==> config.mk <==
export PLATFORM = sky130hd
export DESIGN_NAME = button_debounce_sched
export DESIGN_NICKNAME = d
export VERILOG_FILES = /design/src/rtl/button_debounce_sched.sv
export SDC_FILE = /design/constraint.sdc
export NUM_CORES = 1
export LEC_CHECK = 0
export CAP_MARGIN = 10
export CORE_MARGIN = 5
export CORE_UTILIZATION = 54
export DETAILED_ROUTE_END_ITERATION = 10
export PLACE_DENSITY = 0.74
export SYNTH_ARGS = -nofsm -noshare
export SYNTH_HDL_FRONTEND = slang
export SYNTH_SLANG_ARGS = --single-unit
==> constraint.sdc <==
create_clock -name clk -period 3.6 [get_ports clk]
set_input_delay 0.54 -clock clk [delete_from_list [all_inputs] [get_ports clk]]
set_output_delay 0.54 -clock clk [all_outputs]
set_load 0.01 [all_outputs]
==> src/rtl/button_debounce_sched.sv <==
// Shared-timer debounce scheduler: one prescaler and scan FSM debounce N buttons and queue press/release events.
// Optional build macro AUTOREPEAT_EN adds hold-time auto-repeat press events.
module button_debounce_sched #(
    parameter int unsigned N_BTN      = 4,
    parameter int unsigned TICK_DIV   = 1000,
    parameter int unsigned STABLE_CNT = 8,
    parameter int unsigned REP_DELAY  = 64,
    parameter int unsigned REP_RATE   = 16
) (
    input  logic                                     clk,
    input  logic                                     rst,
    input  logic [N_BTN-1:0]                         btn_in,
    output logic [N_BTN-1:0]                         btn_state,
    output logic                                     evt_valid,
    input  logic                                     evt_ready,
    output logic [$clog2((N_BTN > 1) ? N_BTN : 2)-1:0] evt_id,
    output logic                                     evt_press,
    output logic                                     evt_ovf,
    input  logic                                     ovf_clr,
    output logic                                     busy
);

    localparam int unsigned ID_W  = $clog2((N_BTN > 1) ? N_BTN : 2);
    localparam int unsigned CNT_W = $clog2(STABLE_CNT + 1);
    localparam int unsigned PS_W  = $clog2((TICK_DIV > 1) ? TICK_DIV : 2);

    typedef enum logic [1:0] {IDLE, SCAN, DONE} state_t;

    state_t            st, st_nx;
    logic [ID_W-1:0]   idx;
    logic [N_BTN-1:0]  sync1, sync2;
    logic [PS_W-1:0]   ps_cnt;
    logic              tick;
    logic [CNT_W-1:0]  cnt [N_BTN];
    logic [CNT_W-1:0]  cnt_inc;
    logic              visit, differ, flip, rep;
    logic              post_v, post_p, drop;
    logic [N_BTN-1:0]  slot_v, slot_p;
    logic [ID_W-1:0]   rr_ptr, sel_id;
    logic              sel_found, load, drain;
    logic [ID_W:0]     jw;

    always_ff @(posedge clk) begin
        if (rst) begin
            sync1  <= '0;
            sync2  <= '0;
            ps_cnt <= '0;
        end else begin
            sync1  <= btn_in;
            sync2  <= sync1;
            ps_cnt <= tick ? '0 : ps_cnt + PS_W'(1);
        end
    end

    assign tick = (ps_cnt == PS_W'(TICK_DIV - 1));

    always_ff @(posedge clk) begin
        if (rst) begin
            st  <= IDLE;
            idx <= '0;
        end else begin
            st <= st_nx;
            if (st == SCAN)
                idx <= (idx == ID_W'(N_BTN - 1)) ? '0 : idx + ID_W'(1);
        end
    end

    always_comb begin
        st_nx = st;
        case (st)
            IDLE:    if (tick) st_nx = SCAN;
            SCAN:    if (idx == ID_W'(N_BTN - 1)) st_nx = DONE;
            DONE:    st_nx = IDLE;
            default: st_nx = IDLE;
        endcase
    end

    assign busy    = (st != IDLE);
    assign visit   = (st == SCAN);
    assign differ  = (sync2[idx] != btn_state[idx]);
    assign cnt_inc = cnt[idx] + CNT_W'(1);
    assign flip    = visit && differ && (cnt_inc == CNT_W'(STABLE_CNT));

    always_ff @(posedge clk) begin
        if (rst) begin
            btn_state <= '0;
            for (int unsigned i = 0; i < N_BTN; i++) cnt[i] <= '0;
        end else if (visit) begin
            if (!differ || flip) cnt[idx] <= '0;
            else                 cnt[idx] <= cnt_inc;
            if (flip) btn_state[idx] <= ~btn_state[idx];
        end
    end

`ifdef AUTOREPEAT_EN
    localparam int unsigned HOLD_W = $clog2(REP_DELAY + REP_RATE + 1);
    logic [HOLD_W-1:0] hold [N_BTN];
    logic [HOLD_W-1:0] hold_inc;

    assign hold_inc = hold[idx] + HOLD_W'(1);
    assign rep = visit && btn_state[idx] && !flip &&
                 ((hold_inc == HOLD_W'(REP_DELAY)) || (hold_inc == HOLD_W'(REP_DELAY + REP_RATE)));

    // After the first repeat the counter loops between REP_DELAY and REP_DELAY+REP_RATE.
    always_ff @(posedge clk) begin
        if (rst) begin
            for (int unsigned i = 0; i < N_BTN; i++) hold[i] <= '0;
        end else if (visit) begin
            if (!btn_state[idx] || flip)                   hold[idx] <= '0;
            else if (hold_inc == HOLD_W'(REP_DELAY + REP_RATE)) hold[idx] <= HOLD_W'(REP_DELAY);
            else                                           hold[idx] <= hold_inc;
        end
    end
`else
    assign rep = 1'b0;
`endif

    assign post_v = flip || rep;
    assign post_p = flip ? ~btn_state[idx] : 1'b1;

    always_comb begin
        sel_found = 1'b0;
        sel_id    = '0;
        jw        = '0;
        for (int unsigned k = 0; k < N_BTN; k++) begin
            jw = {1'b0, rr_ptr} + (ID_W + 1)'(k);
            if (jw >= (ID_W + 1)'(N_BTN)) jw = jw - (ID_W + 1)'(N_BTN);
            if (!sel_found && slot_v[jw[ID_W-1:0]]) begin
                sel_found = 1'b1;
                sel_id    = jw[ID_W-1:0];
            end
        end
    end

    assign load  = !evt_valid || evt_ready;
    assign drain = load && sel_found;
    // A slot draining this cycle can take a new post without overflow.
    assign drop  = post_v && slot_v[idx] && !(drain && (sel_id == idx));

    always_ff @(posedge clk) begin
        if (rst) begin
            slot_v <= '0;
            slot_p <= '0;
        end else begin
            for (int unsigned i = 0; i < N_BTN; i++) begin
                if (post_v && (idx == ID_W'(i)) && !drop) begin
                    slot_v[i] <= 1'b1;
                    slot_p[i] <= post_p;
                end else if (drain && (sel_id == ID_W'(i))) begin
                    slot_v[i] <= 1'b0;
                end
            end
        end
    end

    always_ff @(posedge clk) begin
        if (rst) begin
            evt_valid <= 1'b0;
            evt_id    <= '0;
            evt_press <= 1'b0;
            rr_ptr    <= '0;
            evt_ovf   <= 1'b0;
        end else begin
            if (load) begin
                evt_valid <= sel_found;
                if (sel_found) begin
                    evt_id    <= sel_id;
                    evt_press <= slot_p[sel_id];
                    rr_ptr    <= (sel_id == ID_W'(N_BTN - 1)) ? '0 : sel_id + ID_W'(1);
                end
            end
            if (drop && !rep)  evt_ovf <= 1'b1;
            else if (ovf_clr)  evt_ovf <= 1'b0;
        end
    end

endmodule

# Yosys cells after proc, flatten, opt, wreduce, memory -nomap -nowiden
# Memory sizes are Yosys's and may differ from the RTL's. A register that Yosys moved wholly into a read port is not among the register bits.
# Cells that the tools add are included.
# classes
addsub	11
order_cmp	11
n_eq_ne	13
n_mux	63
bitwise	2
reduce_logical	45
# op_table
operator	n
$mux 1	35
$mux 2	15
$logic_and 1x1->1	22
$lt 2x3->1 const B	6
$bmux 1 s2	8
$reduce_bool 2->1	6
$add 10x1->10 const B	1
$eq 10x10->1 const B	1
$ge 3x3->1 const B	3
$eq 2x2->1 const B	4
$mux 4	2
$sub 2x1->2 const B	4
$logic_not 1->1	7
$add 2x2->3 const B	2
$eq 2x1->1 const B	3
$logic_not 2->1	3
$reduce_and 2->1	3
$add 2x1->2 const B	2
$add 4x1->4 const B	1
$bwmux 4	1
$eq 4x4->1 const B	1
$pmux 2 s2	1
$reduce_or 4->1	1
$add 2x1->3 const B	1
11 further kinds	12
# word_totals
regBits	41
ram_bits	16
inputBits	8
elab_cells	165
n_memories	1
# memory_table
name	depth	width	rd	rd_clocked_by_memory_dff	wr	line_no	text
cnt	4	4	1	1	4	34	logic [CNT_W-1:0] cnt [N_BTN];

# Longest topological paths before layout
# Gate-level depths: netlist of run 1.
# depth
depth_word	21
mapped_depth	8
depth_no_buf	8

# Least setup slack after synthesis of run 1
# OpenSTA, ideal clock, no wires.
# synth_timing
path_type	register to register
startpoint	reg with a tool-made name
endpoint	reg slot_p[0]
setup_ns	0.126
arrival_ns	2.120
t_required_ns	3.474
slack_ns	1.354
stages_incl_launch_ff	9
path_buffers	1
synth_period_minus_slack_ns	2.246
cell_sequence	dfxtp_1 -> mux4_2 -> ha_1 -> xnor2_2 -> nand4_2 -> nor2_2 -> buf_4 -> o211ai_1 -> mux2i_1
# synth_lines
element	line_no	text
to (signal, indexed assignment)	148	slot_p[i] <= post_p;
to (decl)	38	logic [N_BTN-1:0] slot_v, slot_p;

==> results of run 1 <==
## flip-flops by register name, indices dropped and copies added (netlist names), named ones only
name and cells:
btn_state 4, idx 2, ps_cnt 10, sync1 4, cnt 16, slot_v 4
st 2, rr_ptr 2, sync2 4, slot_p 4, evt_valid 1, evt_press 1
evt_ovf 1, evt_id 2
## placed cells by master, fill, tap and decap left out, drive strengths merged, types with 3 or more instances in the layout
master and instances:
dfxtp 43, nor2 32, a21oi 20, clkdlybuf4s50 17
edfxtp 16, nand2 15, nor2b 13, inv 13
nand2b 12, ha 11, clkbuf 10, mux2i 8
nand3 7, mux4 6, o211ai 5, xor2 5
a311oi 4, nor3 4, o21ai 4, xnor2 4
or2 3, or3 3, nand4 3, clkinv 3
## area by class of cell
type | count | share of cell area (%)
flip-flops and latches | 59 | 42.5
multi-input cells | 180 | 40.3
repair buffers | 18 | 5.63
clock buffers | 10 | 4.72
clock inverters | 6 | 2.70
well taps | 67 | 2.66
inverters | 12 | 1.43
## routing by layer
layer  global-route usage, %  vias up  wire length (µm)
met4                    8.61        0               104
met2                    29.4       33              2360
li1                        -      957                 -
met1                    22.5      874              2380
met5                       0        -                 0
met3                    3.44        9               165
## cell usage after synthesis (2+ instances only)
master	instances	share of area, %
a211oi_1	2	0.55
a21oi_1	20	3.7
a311oi_1	4	1.3
a31o_2	2	0.65
and2_1	2	0.46
and3_1	2	0.46
and4_1	2	0.65
buf_2	2	0.37
buf_4	2	0.55
clkbuf_1	6	0.83
dfxtp_1	43	32
edfxtp_1	16	18
ha_1	11	5.1
inv_1	12	1.7
mux2i_1	8	3.0
mux4_2	6	5.0
nand2_1	15	2.1
nand2b_1	12	2.8
nand3_1	6	1.1
nand4_1	2	0.46
nor2_1	31	4.3
nor2b_1	13	3.0
nor3_1	4	0.74
nor4_1	2	0.46
o211ai_1	5	1.4
o21ai_0	3	0.55
or2_2	3	0.69
or3_1	3	0.69
xnor2_1	3	0.97
xor2_1	4	1.3
## final timing paths
path / startpoint / endpoint / slack [ps] / depth (start not counted)
hold / removal: sync1[2] / sync2[2] / 440 / 1
setup / recovery: idx[0] / cnt[0][0] / 910 / 6
setup reg to reg: idx[0] / cnt[0][0] / 910 / 6
hold reg to reg: sync1[2] / sync2[2] / 440 / 1
## critical path: stages (launching register included)
cell and delay (ps):
dfxtp_1 630, mux4_2 650, xor2_1 240, nand4_2 170, nor2_2 420, or3b_1 260, nor2_1 70
## logic make-up after synthesis
| kind of cell | share of synthesized area [%] |
|---|---|
| compound gates | 10.1 |
| xor+xnor | 3.47 |
| fa+ha+maj | 5.09 |
| buf+inv | 3.42 |
| flops | 49.6 |
| mux | 8.37 |
| simple gates | 19.9 |
## power by group through the flow
stage	clock network (mW)	registers (mW)	logic, mW
3_3_place_gp	0	0.713	0.0396
3_5_place_dp	0	0.713	0.0408
6_report	0.689	0.698	0.0403
4_1_cts	0.703	0.698	0.0409
2_1_floorplan	0	0.711	0.0273
5_1_grt	0.731	0.699	0.0453
## metrics by stage
| stage | setup WS (ps) | hold slack [ps] | area [µm²] | util (%) |
|---|---|---|---|---|
| floorplan | 1350 | 413 | 2710 | - |
| global placement | 1020 | 424 | 2920 | 61.0 |
| detailed placement | 927 | 426 | 2920 | 61.0 |
| CTS | 911 | 443 | 3150 | 65.9 |
| global route | 649 | 462 | 3150 | 65.9 |
| finish | 906 | 437 | 3150 | 65.9 |
==> summary.md, run 1 <==
| Metric | Value |
|---|---|
| Number of synthesized flops with an enable pin | `16` |
| Critical path startpoint category | `flop` |
| DRT Pass-1 Iters | `4` |
| Leak pwr | `1.20 nW` |
| Buffers on Ports | `17` |
| Clock Path Buffers | `2` |
| Mapped Area | `2710 µm²` |
| Antenna diode count | `0` |
| Sequential area share after synthesis | `49.6%` |
| Fraction of registers with async set/reset | `0%` |
| Total gr overflow | `0` |
| Final Power | `1.43 mW` |
| Vias in the first global route | `1842` |
| #FFs+latches synth | `59` |
| Crit end category | `flop` |
| DIE WIDTH | `80.8 µm` |
| Distinct cells, synth | `45` |
| Post-CTS setup buffers | `0` |
| Synthesized Nets | `280` |
| TritonCTS clock tree | `built` |
| CP Class | `reg -> reg` |
| Die height | `80.8 µm` |
| CTS buffer count | `9` |
| Routed wire length | `5010 µm` |
| Total GRT Usage | `17.8%` |
| Fillers | `391` |
| # hold bufs at CTS | `0` |
| Max frequency | `371 MHz` |
| Clock slew at reported path FFs | `70 ps` |
| Worst-Skew Late Latency | `330 ps` |
| Synthesized instance count | `261` |
| Area growth from synthesis to layout | `16.6%` |
| Measured slew at the worst slew-check pin | `591 ps` |
| Synth warn | `0` |
| Initial cell density of the core | `56.5%` |
| Gpl congestion | `0.782` |
| H-tree levels | `3` |
| Clock Skew | `5.50 ps` |
| Largest net degree at the start of global routing | `39` |
| Max IR drop VDD | `310 µV` |
| Resized cells post-CTS | `0` |
| Max-Cap Viols | `0` |
| Fin crit share | `74.8%` |
| FF+latch area | `1340 µm²` |
| DP Wirelength | `3530 µm` |
| WP data arrival | `2770 ps` |
| Crit-path max FO | `13` |
| Clock share of power | `48.3%` |
| Min-Delay Path Class | `reg -> reg` |
| Post-route DRC | `0` |
| Final Hold Viols | `0` |
| First-pass GRT wire length | `8740 µm` |
| Vias per cell | `5.32` |
| CP required | `3680 ps` |
| Die area | `6520 µm²` |
| Vias | `1873` |
| Slew HR | `60.5%` |
| Share of cells above drive strength 1 | `12.6%` |
| Power per standard cell area | `453 nW/µm²` |
| Net Sw Frac | `19.8%` |
| # rows | `25` |
| Dpl cells | `336` |
| First-iteration detailed-routing DRC count | `142` |
| Status | `complete, no violations` |
| Footprint of the multi-input gates | `1270 µm²` |
| Core ar. | `4790 µm²` |
| Combinational Power Share | `2.8%` |
| Pins over their slew limit | `0` |
| Top-Level Pins | `18` |
| Syn avg cell area | `10.4 µm²` |
| Fin nets | `299` |
| Clock root buffer | `clkbuf_8` |
| Routed length per placed instance | `14.2 µm` |
| Initial antenna violation count | `0` |
| Sink Count | `59` |
| Final setup vio count | `0` |
| RSZ-0062 raised after global routing | `no` |
| Register share of total power | `48.9%` |
| Final TNS setup | `0 ps` |
| Final cell count without fillers | `352` |
| P_sw | `0.283 mW` |
| Antenna viol nets, final | `0` |
| Tmin final | `2690 ps` |
| Most frequently used flop master after synthesis | `dfxtp_1` |
| Internal Pwr Total | `1.14 mW` |
No activity file was read; power rests on OpenSTA's default activity.
==> inputs of run 2 (changes only) <==
==> constraint.sdc (replaced) <==
create_clock -name clk -period 2.7 [get_ports clk]
set_input_delay 0.405 -clock clk [delete_from_list [all_inputs] [get_ports clk]]
set_output_delay 0.405 -clock clk [all_outputs]
set_load 0.01 [all_outputs]
==> run 2 against run 1 <==
Sequential cell count did not move. Setup slack got worse by 670 ps. Critical path depth did not move. First-iteration DRC count rose by 6.3%.
==> summary.md, run 2 (synthesized netlist as in run 1, its figures left out) <==
| Metric | Value |
|---|---|
| Status | `complete, no violations` |
| Register share of total power | `52.5%` |
| Total GRT Usage | `18.2%` |
| Fin area | `3140 µm²` |
| Final Power | `1.77 mW` |
| Reg-to-reg slack, setup | `240 ps` |
| Power per standard cell area | `564 nW/µm²` |
| Gpl congestion | `0.830` |
| Clock share of power | `44.5%` |
| First-iteration detailed-routing DRC count | `151` |
| Initial antenna violation count | `0` |
| Clock slew at reported path FFs | `70 ps` |
| Fillers | `381` |
| Critical path startpoint category | `flop` |
| Crit end category | `flop` |
| Combinational Power Share | `3.0%` |
| Most frequent cells in the layout | `dfxtp_1, nor2_1, a21oi_1, clkdlybuf4s50_1, edfxtp_1` |
| Min-Delay Path Class | `reg -> reg` |
| Post-DP Area | `2950 µm²` |
| Core ar. | `4790 µm²` |
| Slew HR | `66.5%` |
| Flip-flop count of the largest register after layout | `16` |
| Pins over their slew limit | `0` |
| Buffers on Ports | `17` |
| Reg2Reg Capture Point | `cnt[1][1]` |
| Max IR drop VDD | `344 µV` |
| Worst-Skew Late Latency | `340 ps` |
| Post-CTS setup buffers | `0` |
| Clock root buffer | `clkbuf_8` |
| Sink Count | `59` |
| Slack of the critical path | `238 ps` |
| Max frequency | `406 MHz` |
| DP Wirelength | `3700 µm` |
| Routed length per placed instance | `14.6 µm` |
| Largest Register | `cnt` |
| DIE WIDTH | `80.8 µm` |
| DRT Pass-1 Iters | `4` |
| Measured slew at the worst slew-check pin | `502 ps` |
| Top-Level Pins | `18` |
| Resized cells post-CTS | `0` |
| WP data arrival | `2540 ps` |
| P_sw | `0.395 mW` |
| Max-Cap Viols | `0` |
| Dpl ws | `234 ps` |
| Commonest non-fill, non-tap cell in the layout | `dfxtp_1` |
| TritonCTS clock tree | `built` |
| # hold bufs at CTS | `0` |
| Final TNS setup | `0 ps` |
| Die area | `6520 µm²` |
| Post-route DRC | `0` |
| Largest registers | `cnt: 16 flops, ps_cnt: 10 flops` |
| Setup crit end | `cnt[1][1]` |
| Internal Pwr Total | `1.38 mW` |
| CP required | `2780 ps` |
| Vias | `1906` |
| Leak pwr | `1.19 nW` |
| Antenna diode count | `0` |
| CP Class | `reg -> reg` |
| Share of cells above drive strength 1 | `13.5%` |
| Fin crit share | `91.2%` |
| Antenna viol nets, final | `0` |
| Initial cell density of the core | `56.5%` |
| Routed wire length | `5190 µm` |
| Total gr overflow | `0` |
| Final core occ | `65.6%` |
| Crit-path max FO | `4` |
| Vias per cell | `5.35` |
| Area growth from synthesis to layout | `16.1%` |
| H-tree levels | `3` |
| Largest net degree at the start of global routing | `39` |
| Footprint of the multi-input gates | `1270 µm²` |
| Fin nets | `303` |
| First-pass GRT wire length | `8780 µm` |
| Final Hold Viols | `0` |
| RSZ-0062 raised after global routing | `no` |
| Final setup vio count | `0` |
| Vias in the first global route | `1807` |
| CTS buffer count | `9` |
| Clock Skew | `11.2 ps` |
| FF+latch area | `1340 µm²` |
| Die height | `80.8 µm` |
| Worst Reg-to-Reg Cells | `6` |
| Clock Path Buffers | `2` |
| Tmin final | `2460 ps` |
| Net Sw Frac | `22.3%` |
| # rows | `25` |
==> run 2: changes by cell type in the layout (fill, tap and decap cells not counted), sizes merged <==
cell,delta
buf,+4
bufinv,-1
clkinv,-1
clkinvlp,+2
==> run 2: critical path, cell delays in order, from the launching register on <==
cell and delay (ps):
dfxtp_1 470, mux4_2 610, ha_1 260, xnor2_2 180
nand4_2 160, o211ai_1 420, nor2_1 100
==> run 2: metal layers <==
metal	part of all wire, %	track usage, %	up-vias
li1	-	-	968
met1	46	23.9	879
met2	46	28.1	48
met3	5.3	5.32	11
met4	2.0	7.60	0
met5	0	0	-
==> run 2: cell type report <==
type                       count  share of cell area [%]
timing repair buffer          22                    6.61
tap                           67                    2.67
sequential                    59                    42.7
clock buffer                  10                    4.06
multi-input combinational    180                    40.5
inverter                      12                    1.43
clock inverter                 6                    2.07
==> run 2: through the flow <==
step / hold slack, ps / cells
final: 440 / 356
after global routing: 465 / 356
after CTS: 440 / 356
after detailed placement: 431 / 340
after global placement: 426 / 340
after floorplan: 413 / 261
==> run 2: worst min path at each step <==
stage / from / endpoint / slack (ps) / depth (start not counted)
floorplan: ps_cnt[0] / ps_cnt[0] / 410 / 1
global placement: ps_cnt[0] / ps_cnt[0] / 430 / 1
detailed placement: ps_cnt[0] / ps_cnt[0] / 430 / 1
CTS: ps_cnt[0] / ps_cnt[0] / 440 / 1
global route: ps_cnt[0] / ps_cnt[0] / 460 / 1
finish: sync1[0] / sync2[0] / 440 / 1
==> run 2: power groups by stage <==
stage                     clock network [mW]  logic (mW)  registers (mW)
after floorplan                            0      0.0364           0.948
after global placement                     0      0.0531           0.950
after detailed placement                   0      0.0540           0.951
after CTS                              0.804      0.0542           0.931
after global routing                   0.856      0.0589           0.932
final                                  0.788      0.0533           0.931
